===== src/rtl/arp_ctrl_if.sv =====
// rtl/arp_ctrl_if.sv - ARP/UDP transmit arbitration signal bundle
interface arp_ctrl_if;
    logic        arp_rx_end;
    logic [15:0] arp_op;
    logic [31:0] rx_pc_ip;
    logic [47:0] rx_pc_mac;
    logic        arp_req_trig;
    logic        udp_tx_req;
    logic        arp_tx_done;
    logic        udp_tx_done;
    logic        arp_tx_start;
    logic        arp_tx_type;
    logic [31:0] tx_dst_ip;
    logic [47:0] tx_dst_mac;
    logic        udp_tx_grant;
    logic [31:0] pc_ip;
    logic [47:0] pc_mac;
    logic        mac_valid;
    logic        tx_err;

    modport master (
        input  arp_rx_end, arp_op, rx_pc_ip, rx_pc_mac, arp_req_trig,
               udp_tx_req, arp_tx_done, udp_tx_done,
        output arp_tx_start, arp_tx_type, tx_dst_ip, tx_dst_mac,
               udp_tx_grant, pc_ip, pc_mac, mac_valid, tx_err
    );

    modport slave (
        output arp_rx_end, arp_op, rx_pc_ip, rx_pc_mac, arp_req_trig,
               udp_tx_req, arp_tx_done, udp_tx_done,
        input  arp_tx_start, arp_tx_type, tx_dst_ip, tx_dst_mac,
               udp_tx_grant, pc_ip, pc_mac, mac_valid, tx_err
    );
endinterface


===== src/rtl/arp_ctrl.sv =====
// rtl/arp_ctrl.sv - ARP reply/request and UDP TX arbiter with peer address learning
module arp_ctrl #(
    parameter int          IFG_CYCLES = 12,
    parameter int          TX_TIMEOUT = 4095,
    parameter logic [31:0] DEF_PC_IP  = 32'hC0A80166
) (
    input  logic      clk,
    input  logic      rst_n,
    arp_ctrl_if.master bus
);

    typedef enum logic [3:0] {
        ST_IDLE   = 4'b0001,
        ST_ARP_TX = 4'b0010,
        ST_UDP_TX = 4'b0100,
        ST_GAP    = 4'b1000
    } state_t;

    localparam logic [11:0] TO_LAST  = 12'(TX_TIMEOUT - 1);
    localparam logic [11:0] IFG_LAST = 12'(IFG_CYCLES - 1);
    localparam logic [47:0] BCAST    = 48'hFFFF_FFFF_FFFF;

    state_t      state_q, state_d;
    logic        rep_pend_q, rep_pend_d;
    logic        req_pend_q, req_pend_d;
    logic [11:0] tx_cnt_q, tx_cnt_d;
    logic [11:0] gap_cnt_q, gap_cnt_d;
    logic        arp_tx_start_q, arp_tx_start_d;
    logic        arp_tx_type_q, arp_tx_type_d;
    logic [31:0] tx_dst_ip_q, tx_dst_ip_d;
    logic [47:0] tx_dst_mac_q, tx_dst_mac_d;
    logic        udp_tx_grant_q, udp_tx_grant_d;
    logic [31:0] pc_ip_q, pc_ip_d;
    logic [47:0] pc_mac_q, pc_mac_d;
    logic        mac_valid_q, mac_valid_d;
    logic        tx_err_q, tx_err_d;

    logic set_rep;
    logic learn;

    assign set_rep = bus.arp_rx_end && (bus.arp_op == 16'd1);
    assign learn   = bus.arp_rx_end && ((bus.arp_op == 16'd1) || (bus.arp_op == 16'd2));

    always_comb begin
        state_d        = state_q;
        rep_pend_d     = rep_pend_q | set_rep;
        req_pend_d     = req_pend_q | bus.arp_req_trig;
        tx_cnt_d       = tx_cnt_q;
        gap_cnt_d      = gap_cnt_q;
        arp_tx_start_d = 1'b0;
        arp_tx_type_d  = arp_tx_type_q;
        tx_dst_ip_d    = tx_dst_ip_q;
        tx_dst_mac_d   = tx_dst_mac_q;
        udp_tx_grant_d = 1'b0;
        pc_ip_d        = pc_ip_q;
        pc_mac_d       = pc_mac_q;
        mac_valid_d    = mac_valid_q;
        tx_err_d       = 1'b0;

        // Learning is independent of the TX state; tx_dst_* is only sampled on ARP start.
        if (learn) begin
            pc_ip_d     = bus.rx_pc_ip;
            pc_mac_d    = bus.rx_pc_mac;
            mac_valid_d = 1'b1;
        end

        case (state_q)
            ST_IDLE: begin
                tx_cnt_d  = '0;
                gap_cnt_d = '0;
                if (rep_pend_q) begin
                    state_d        = ST_ARP_TX;
                    arp_tx_start_d = 1'b1;
                    arp_tx_type_d  = 1'b1;
                    tx_dst_ip_d    = pc_ip_q;
                    tx_dst_mac_d   = pc_mac_q;
                    rep_pend_d     = set_rep;
                end else if (req_pend_q) begin
                    state_d        = ST_ARP_TX;
                    arp_tx_start_d = 1'b1;
                    arp_tx_type_d  = 1'b0;
                    tx_dst_ip_d    = pc_ip_q;
                    tx_dst_mac_d   = BCAST;
                    req_pend_d     = bus.arp_req_trig;
                end else if (bus.udp_tx_req && mac_valid_q) begin
                    state_d        = ST_UDP_TX;
                    udp_tx_grant_d = 1'b1;
                end
            end
            ST_ARP_TX, ST_UDP_TX: begin
                if ((state_q == ST_ARP_TX) ? bus.arp_tx_done : bus.udp_tx_done) begin
                    state_d   = ST_GAP;
                    gap_cnt_d = '0;
                end else if (tx_cnt_q == TO_LAST) begin
                    state_d   = ST_GAP;
                    gap_cnt_d = '0;
                    tx_err_d  = 1'b1;
                end else begin
                    tx_cnt_d = tx_cnt_q + 12'd1;
                end
            end
            ST_GAP: begin
                if (gap_cnt_q == IFG_LAST) begin
                    state_d = ST_IDLE;
                end else begin
                    gap_cnt_d = gap_cnt_q + 12'd1;
                end
            end
            default: begin
                state_d = ST_IDLE;
            end
        endcase
    end

    always_ff @(posedge clk) begin
        if (!rst_n) begin
            state_q        <= ST_IDLE;
            rep_pend_q     <= 1'b0;
            req_pend_q     <= 1'b0;
            tx_cnt_q       <= '0;
            gap_cnt_q      <= '0;
            arp_tx_start_q <= 1'b0;
            arp_tx_type_q  <= 1'b0;
            tx_dst_ip_q    <= DEF_PC_IP;
            tx_dst_mac_q   <= BCAST;
            udp_tx_grant_q <= 1'b0;
            pc_ip_q        <= DEF_PC_IP;
            pc_mac_q       <= BCAST;
            mac_valid_q    <= 1'b0;
            tx_err_q       <= 1'b0;
        end else begin
            state_q        <= state_d;
            rep_pend_q     <= rep_pend_d;
            req_pend_q     <= req_pend_d;
            tx_cnt_q       <= tx_cnt_d;
            gap_cnt_q      <= gap_cnt_d;
            arp_tx_start_q <= arp_tx_start_d;
            arp_tx_type_q  <= arp_tx_type_d;
            tx_dst_ip_q    <= tx_dst_ip_d;
            tx_dst_mac_q   <= tx_dst_mac_d;
            udp_tx_grant_q <= udp_tx_grant_d;
            pc_ip_q        <= pc_ip_d;
            pc_mac_q       <= pc_mac_d;
            mac_valid_q    <= mac_valid_d;
            tx_err_q       <= tx_err_d;
        end
    end

    assign bus.arp_tx_start = arp_tx_start_q;
    assign bus.arp_tx_type  = arp_tx_type_q;
    assign bus.tx_dst_ip    = tx_dst_ip_q;
    assign bus.tx_dst_mac   = tx_dst_mac_q;
    assign bus.udp_tx_grant = udp_tx_grant_q;
    assign bus.pc_ip        = pc_ip_q;
    assign bus.pc_mac       = pc_mac_q;
    assign bus.mac_valid    = mac_valid_q;
    assign bus.tx_err       = tx_err_q;

endmodule


===== src/flat_wrapper.sv =====
// flat-port wrapper written by rule: the top's interface ports become plain ports
module arp_ctrl_flat 
#(
    parameter int          IFG_CYCLES = 12,
    parameter int          TX_TIMEOUT = 4095,
    parameter logic [31:0] DEF_PC_IP  = 32'hC0A80166
)
  (clk, rst_n, bus_arp_rx_end, bus_arp_op, bus_rx_pc_ip, bus_rx_pc_mac, bus_arp_req_trig, bus_udp_tx_req, bus_arp_tx_done, bus_udp_tx_done, bus_arp_tx_start, bus_arp_tx_type, bus_tx_dst_ip, bus_tx_dst_mac, bus_udp_tx_grant, bus_pc_ip, bus_pc_mac, bus_mac_valid, bus_tx_err);
  arp_ctrl_if bus_i ();
  input  logic clk;
  input  logic rst_n;
  input wire logic [$bits(bus_i.arp_rx_end)-1:0] bus_arp_rx_end;
  input wire logic [$bits(bus_i.arp_op)-1:0] bus_arp_op;
  input wire logic [$bits(bus_i.rx_pc_ip)-1:0] bus_rx_pc_ip;
  input wire logic [$bits(bus_i.rx_pc_mac)-1:0] bus_rx_pc_mac;
  input wire logic [$bits(bus_i.arp_req_trig)-1:0] bus_arp_req_trig;
  input wire logic [$bits(bus_i.udp_tx_req)-1:0] bus_udp_tx_req;
  input wire logic [$bits(bus_i.arp_tx_done)-1:0] bus_arp_tx_done;
  input wire logic [$bits(bus_i.udp_tx_done)-1:0] bus_udp_tx_done;
  output wire logic [$bits(bus_i.arp_tx_start)-1:0] bus_arp_tx_start;
  output wire logic [$bits(bus_i.arp_tx_type)-1:0] bus_arp_tx_type;
  output wire logic [$bits(bus_i.tx_dst_ip)-1:0] bus_tx_dst_ip;
  output wire logic [$bits(bus_i.tx_dst_mac)-1:0] bus_tx_dst_mac;
  output wire logic [$bits(bus_i.udp_tx_grant)-1:0] bus_udp_tx_grant;
  output wire logic [$bits(bus_i.pc_ip)-1:0] bus_pc_ip;
  output wire logic [$bits(bus_i.pc_mac)-1:0] bus_pc_mac;
  output wire logic [$bits(bus_i.mac_valid)-1:0] bus_mac_valid;
  output wire logic [$bits(bus_i.tx_err)-1:0] bus_tx_err;
  assign bus_i.arp_rx_end = bus_arp_rx_end;
  assign bus_i.arp_op = bus_arp_op;
  assign bus_i.rx_pc_ip = bus_rx_pc_ip;
  assign bus_i.rx_pc_mac = bus_rx_pc_mac;
  assign bus_i.arp_req_trig = bus_arp_req_trig;
  assign bus_i.udp_tx_req = bus_udp_tx_req;
  assign bus_i.arp_tx_done = bus_arp_tx_done;
  assign bus_i.udp_tx_done = bus_udp_tx_done;
  assign bus_arp_tx_start = bus_i.arp_tx_start;
  assign bus_arp_tx_type = bus_i.arp_tx_type;
  assign bus_tx_dst_ip = bus_i.tx_dst_ip;
  assign bus_tx_dst_mac = bus_i.tx_dst_mac;
  assign bus_udp_tx_grant = bus_i.udp_tx_grant;
  assign bus_pc_ip = bus_i.pc_ip;
  assign bus_pc_mac = bus_i.pc_mac;
  assign bus_mac_valid = bus_i.mac_valid;
  assign bus_tx_err = bus_i.tx_err;
  arp_ctrl #(.IFG_CYCLES(IFG_CYCLES), .TX_TIMEOUT(TX_TIMEOUT), .DEF_PC_IP(DEF_PC_IP)) u_core (.clk(clk), .rst_n(rst_n), .bus(bus_i));
endmodule

===== config.mk =====
export PLATFORM = sky130hd
export DESIGN_NAME = arp_ctrl_flat
export DESIGN_NICKNAME = d
export VERILOG_FILES = /design/src/rtl/arp_ctrl_if.sv /design/src/rtl/arp_ctrl.sv /design/src/flat_wrapper.sv
export SDC_FILE = /design/constraint.sdc
export NUM_CORES = 1
export LEC_CHECK = 0
export ABC_AREA = 1
export CAP_MARGIN = 20
export CORE_ASPECT_RATIO = 1.75
export CORE_MARGIN = 2
export CORE_UTILIZATION = 45
export DETAILED_ROUTE_END_ITERATION = 12
export PLACE_DENSITY = 0.86
export SYNTH_ARGS = -nofsm -noshare
export SYNTH_HDL_FRONTEND = slang
export SYNTH_SLANG_ARGS = --single-unit
export TNS_END_PERCENT = 1

===== constraint.sdc =====
create_clock -name clk -period 1.9 [get_ports clk]
set_clock_uncertainty 0.15 [all_clocks]
set_input_delay 0.38 -clock clk [delete_from_list [all_inputs] [get_ports clk]]
set_output_delay 0.38 -clock clk [all_outputs]
set_load 0.02 [all_outputs]

==> flow_metrics.tcl, run 1 <==
set metrics [dict create \
    grt_pass1_vias 7379 \
    global_route_usage_over_all_layers_pct 25.41 \
    ioPinCount 268 \
    post_synth.cell_area_avg_um2 7.657 \
    clock_tree.root_cell "clkbuf_16" \
    max-vdd-ir-drop_v 0.0005465 \
    htree_levels 4 \
    clockPowerShare_pct 36.1 \
    design_power_total_uw 9986 \
    finalInstanceArea_mm2 0.01069 \
    nNetsFinal 1324 \
    p_leak_uw 0.004432 \
    synth.top_cells.by_area "dfxtp_1 (53%), nand2_1 (14%), nor2_1 (6.9%)" \
    dpl_cell_area_mm2 0.01028 \
    die_h_um 174.0 \
    arrival_ns 2.01 \
    max_cap_viol_count 0 \
    core_area_mm2 0.01629 \
    power.share.switching_pct 29.77 \
    post_drt_via_cell_ratio 5.251 \
    route.layer.met1.wl_um 8276 \
    top_layer "met4" \
    mappedNetlistNets 1077 \
    crit_path_max_fanout 11 \
    timing.slew.headroom_pct 70.85 \
    num_antenna_cells 0 \
    setup_tns_ns 0 \
    startpoint_type_of_the_worst_setup_path "register" \
    synth_largest_type_area_fraction_pct 52.51 \
    worst_path_largest_cell_delay_ns 0.41 \
    cts_tree "built" \
    cts.sinks 195 \
    synthDominantAreaCellType "dfxtp_1" \
    rows 62 \
    rsz0062_at_grt "false" \
    period_minus_slack_ns 1.798 \
    post_drt_wl_per_cell_um 15.84 \
    layout-drive-gt1-share_pct 6.011 \
    syn_inst 971 \
    port-buffer-count 267 \
    cts_setup_buffers 0 \
    cpLargestDelayFamily "simple AND/OR/NAND/NOR gates" \
    first_pass_iters 5 \
    power.density_cell_area_mw_per_mm2 934.6 \
    worst_slew_pin_slew_ns 0.4372 \
    critical_path.endpoint_type "register" \
    syn-cell-area_mm2 0.007435 \
    detail-route-antenna-nets 0 \
    worst_slack_ns 0.1019 \
    ys_types 33 \
    initialDrtViolationCount 345 \
    clock_path_buffers 2 \
    die_x_um 101.2 \
    sequentialPowerShare_pct 44.2 \
    wl_met3_um 1491 \
    met2_wirelength_from_detailed_routing_um 11720 \
    overall_routed_net_length_um 22550 \
    first_pass_grt_wire_length_um 35620 \
    initial_utilization_pct 45.64 \
    gr-total-overflow 0 \
    switching_power_total_uw 2973 \
    critical_path.n_buffers_inverters 0 \
    status "finished, final reports clean" \
    worst_skew_pair.late_latency_ns 0.43 \
    drc 0 \
    worstSetupPathType "register to register" \
    hold_viol_final 0 \
    fmax_mhz 556.1 \
    gp_congestion 0.8735 \
    holdCritPathClass "input pin to register" \
    count_of_state_elements_after_synthesis 195 \
    detailed_place_hpwl_um 15600 \
    min_period_over_period_pct 94.64 \
    setup_violations 0 \
    grt_antenna_before_repair 0 \
    ys.warnings.count 0 \
    comb_power_share_pct 19.6 \
    internal_power_uw 7013 \
    place_worst_setup_slack_ns -0.2675 \
    cts-buffers-inserted 17 \
    die_area_mm2 0.01761 \
    routed-via-count 7472 \
    grt_start_max_net_pins 62 \
    syn_to_final_growth_pct 43.72 \
    critical_path_slowest_stage_cell "dfxtp_1" \
    crit_path_cell_trace "ha_2, nand3_1, nor2_1, nand2_1, nand2_2, nand2_2, nand2_4, nand2_1, a21oi_1" \
    drv_slew 0 \
    clk_pin_slew_worst_paths_ns 0.07 \
    register_area_share_after_synthesis_pct 52.51 \
    worst-endpoint-required_ns 2.11 \
]
[layout by cell type, fill, tap and decap left out, types with 7 or more instances in the layout]
cell             Yosys  routed
clkdlybuf4s50_1      0     101
clkbuf_16            0      17
o21ai_0             45      45
nor2_1             137     136
nand3_1            100     100
nand2_1            275     274
a21oi_1             27      27
inv_1               33      33
buf_12               0       7
inv_2                7       7
buf_4               10      12
dlygate4sd2_1        0     164
dfxtp_1            195     195
o22ai_1             48      48
[area by class of cell]
cell class	instances	area (µm²)
Fill cell	1378	5605
Sequential cell	195	3904
Multi-Input combinational cell	679	3109
Timing Repair Buffer	285	2690
Clock buffer	22	464.2
Tap cell	192	240.2
Inverter	40	150.1
Clock inverter	10	127.6
[cell families after synthesis]
family                   Yosys count  share of synthesized area, %
AND/OR/NAND/NOR                  545                         31.18
flip-flops                       195                         52.51
AO/OA/AOI/OAI                    128                         9.542
buffers and inverters             97                         5.907
XOR/XNOR                           3                        0.3535
adder cells (fa/ha/maj)            3                        0.5049
[timing repair]
action | in CTS | in global routing
setup endpoints to repair | 164 | 13
gates resized for setup | 164 | 5
hold buffers | 0 | 0
[sequential cells by signal, indices dropped and copies added (netlist names), 4 cells and up]
register,cells
u_core.bus.pc_ip,32
u_core.bus.pc_mac,48
u_core.bus.tx_dst_ip,32
u_core.bus.tx_dst_mac,48
u_core.gap_cnt_q,12
u_core.state_q,4
u_core.tx_cnt_q,12
[per-stage QoR]
step | hold slack, ns | util, % | instances
detailed placement | 0.2944 | 63.11 | 1391
global route | 0.2526 | 65.59 | 1423
floorplan | 0.2941 | - | 971
CTS | 0.2339 | 65.48 | 1423
finish | 0.2408 | 65.59 | 1423
global placement | 0.2874 | 63.11 | 1391
[synthesized netlist by cell type, drive strengths merged]
cell,count
xnor2,2
nand3b,4
o211ai,1
a21oi,28
inv,40
buf,26
nand2,281
or2,2
nor2,141
nand3,104
nand4,5
o22ai,48
nor3b,3
nor4,2
dfxtp,195
xor2,1
o21bai,1
clkbuf,31
o21ai,50
ha,3
nor3,3
[worst paths after layout]
check                            from                        to  slack [ns]  cells after the start
max               u_core.gap_cnt_q[1]       u_core.gap_cnt_q[5]        0.10                      9
min reg2reg  u_core.bus.tx_dst_ip[31]  u_core.bus.tx_dst_ip[31]        0.30                      2
min                             rst_n   u_core.bus.arp_tx_start        0.24                      3
max reg2reg       u_core.gap_cnt_q[1]       u_core.gap_cnt_q[5]        0.10                      9
[per-layer routing]
metal	track usage (%)	vias to the layer above
met4	14.08	0
met5	0	-
met1	26.93	3446
li1	-	3652
met3	5.669	71
met2	45.25	303
[worst min-delay path: stages]
cell and delay, ns:
buf_4 0.13, inv_2 0.15, nor2_1 0.12
[power groups by stage]
stage          logic, µW  clock network (µW)  registers, µW
2_1_floorplan       1000                   0           4700
3_3_place_gp        2010                   0           4500
3_5_place_dp        2040                   0           4510
4_1_cts             1940                3660           4410
5_1_grt             2130                3810           4440
6_report            1960                3610           4410
(Power assumes the default switching activity.)
==> run 2: changes to the inputs <==
--- a/config.mk
+++ b/config.mk
@@ -11,7 +11,7 @@
 export CORE_MARGIN = 2
 export CORE_UTILIZATION = 45
 export DETAILED_ROUTE_END_ITERATION = 12
-export PLACE_DENSITY = 0.86
+export PLACE_DENSITY = 0.78
 export SYNTH_ARGS = -nofsm -noshare
 export SYNTH_HDL_FRONTEND = slang
 export SYNTH_SLANG_ARGS = --single-unit
==> run 2 against run 1 <==
Net effect:
- count of clock-buffer cells in the layout shrank 5
- sequential power is essentially flat
- fmax shrank 4.0%
- clock power is essentially flat
- die area is the same
- power shrank 0.49%
- worst setup slack lost 0.074 ns
- first-iteration DRC count shrank 0.29%
- global-route usage shrank 0.43 points
- critical path type is now register to output pin
- critical endpoint is now bus_tx_dst_ip[25]
==> flow_metrics.tcl, run 2 (synthesis results as in run 1) <==
set metrics [dict create \
    wl_met3_um 1298 \
    timing.slew.headroom_pct 72.10 \
    power.density_cell_area_mw_per_mm2 929.0 \
    core_area_mm2 0.01629 \
    max-vdd-ir-drop_v 0.0006451 \
    clock_path_buffers 2 \
    period_minus_slack_ns 1.872 \
    route.layer.met1.wl_um 8681 \
    syn_to_final_growth_pct 43.87 \
    dpl_cell_area_mm2 0.01029 \
    die_h_um 174.0 \
    worst_hold_slack_ns 0.1383 \
    crit_path_cell_trace "clkdlybuf4s50_1" \
    post_drt_via_cell_ratio 5.115 \
    clock_tree.root_cell "clkbuf_16" \
    met2_wirelength_from_detailed_routing_um 10970 \
    ioPinCount 268 \
    rows 62 \
    worst_skew_pair.late_latency_ns 0.43 \
    gp_congestion 0.8794 \
    routed-via-count 7289 \
    setup_tns_ns 0 \
    holdCritPathClass "input pin to register" \
    startpoint_type_of_the_worst_setup_path "register" \
    post_drt_wl_per_cell_um 15.49 \
    initialDrtViolationCount 344 \
    worstSetupPathType "register to output pin" \
    worst_path_largest_cell_delay_ns 0.60 \
    cts.sinks 195 \
    num_antenna_cells 0 \
    drv_slew 0 \
    p_leak_uw 0.004450 \
    cpLargestDelayFamily "buffers and inverters" \
    final_cell_mix "nand2_1 (274), dfxtp_1 (195), dlygate4sd2_1 (161)" \
    grt_start_max_net_pins 81 \
    status "finished, final reports clean" \
    cts-buffers-inserted 17 \
    setup_violations 0 \
    detail-route-antenna-nets 0 \
    first_pass_grt_wire_length_um 34800 \
    hold_viol_final 0 \
    initial_utilization_pct 45.64 \
    design_power_total_uw 9937 \
    nNetsFinal 1326 \
    critical_path_slowest_stage_cell "clkdlybuf4s50_1" \
    clk_pin_slew_worst_paths_ns 0.07 \
    drc 0 \
    layout-drive-gt1-share_pct 6.407 \
    die_x_um 101.2 \
    die_area_mm2 0.01761 \
    detailed_place_hpwl_um 15310 \
    rsz0062_at_grt "false" \
    gr-total-overflow 0 \
    finalInstanceArea_mm2 0.01070 \
    overall_routed_net_length_um 22070 \
    worst_slew_pin_slew_ns 0.4184 \
    top_layer "met4" \
    min_period_over_period_pct 98.54 \
    grt_pass1_vias 6939 \
    arrival_ns 1.34 \
    port-buffer-count 267 \
    layout_commonest_cell "nand2_1" \
    max_cap_viol_count 0 \
    critical_path.endpoint_type "output pin" \
    global_route_usage_over_all_layers_pct 24.99 \
    final-instance-count-excl-fill 1425 \
    crit_path_max_fanout 2 \
    critical_path.n_buffers_inverters 1 \
    cts_tree "built" \
    placedCellCount 1393 \
    cts_setup_buffers 0 \
    first_pass_iters 5 \
    grt_antenna_before_repair 0 \
    ctsHoldBuffers 0 \
    fmax_mhz 534.1 \
    htree_levels 4 \
    worst-endpoint-required_ns 1.37 \
]
-- run 2: area by class of cell --
class | count | area (µm²)
Fill cell | 1417 | 5594
Sequential cell | 195 | 3904
Multi-Input combinational cell | 679 | 3112
Timing Repair Buffer | 287 | 2699
Clock buffer | 17 | 425.4
Tap cell | 192 | 240.2
Clock inverter | 15 | 163.9
Inverter | 40 | 152.6
-- run 2: metal layers --
layer	GRT usage, %	up-vias
met5	0	-
met1	28.05	3331
met4	13.80	0
met3	5.830	59
li1	-	3660
met2	42.63	239
-- run 2: path summary, 6_finish.rpt --
check | cells after the start | startpoint | to | slack [ns]
setup / recovery | 1 | u_core.bus.tx_dst_ip[25] | bus_tx_dst_ip[25] | 0.03
hold / removal | 2 | rst_n | u_core.state_q[0] | 0.14
setup reg to reg | 9 | u_core.gap_cnt_q[0] | u_core.gap_cnt_q[11] | 0.13
hold reg to reg | 2 | u_core.bus.tx_dst_ip[5] | u_core.bus.tx_dst_ip[5] | 0.30
-- run 2: through the flow --
stage	worst slack [ns]	utilization, %
2_1_floorplan	0.3391	-
3_3_place_gp	-0.2197	63.17
3_5_place_dp	-0.2515	63.17
4_1_cts	0.005200	65.55
5_1_grt	0.001456	65.66
6_report	0.02769	65.66
-- run 2: what timing repair did --
action,in CTS,in global routing
endpoints found under the setup margin,161,6
gates resized for setup,161,7
endpoints found under the hold margin,0,0
-- run 2: where the power goes --
part / internal [µW] / total, µW / switching [µW]
sequential: 4290 / 4410 / 114
clock: 1980 / 3620 / 1640
combinational: 669 / 1910 / 1240
total: 6940 / 9940 / 3000
-- run 2: worst reg2reg max path, cell delays in order (launching register included) --
cell and delay [ns]:
dfxtp_1 0.42, ha_1 0.24, nand3_1 0.10, nor2_1 0.10, nand2_1 0.06, nand2_2 0.10, nand2_2 0.10, nand2_2 0.21
nand2_1 0.08, a21oi_1 0.12
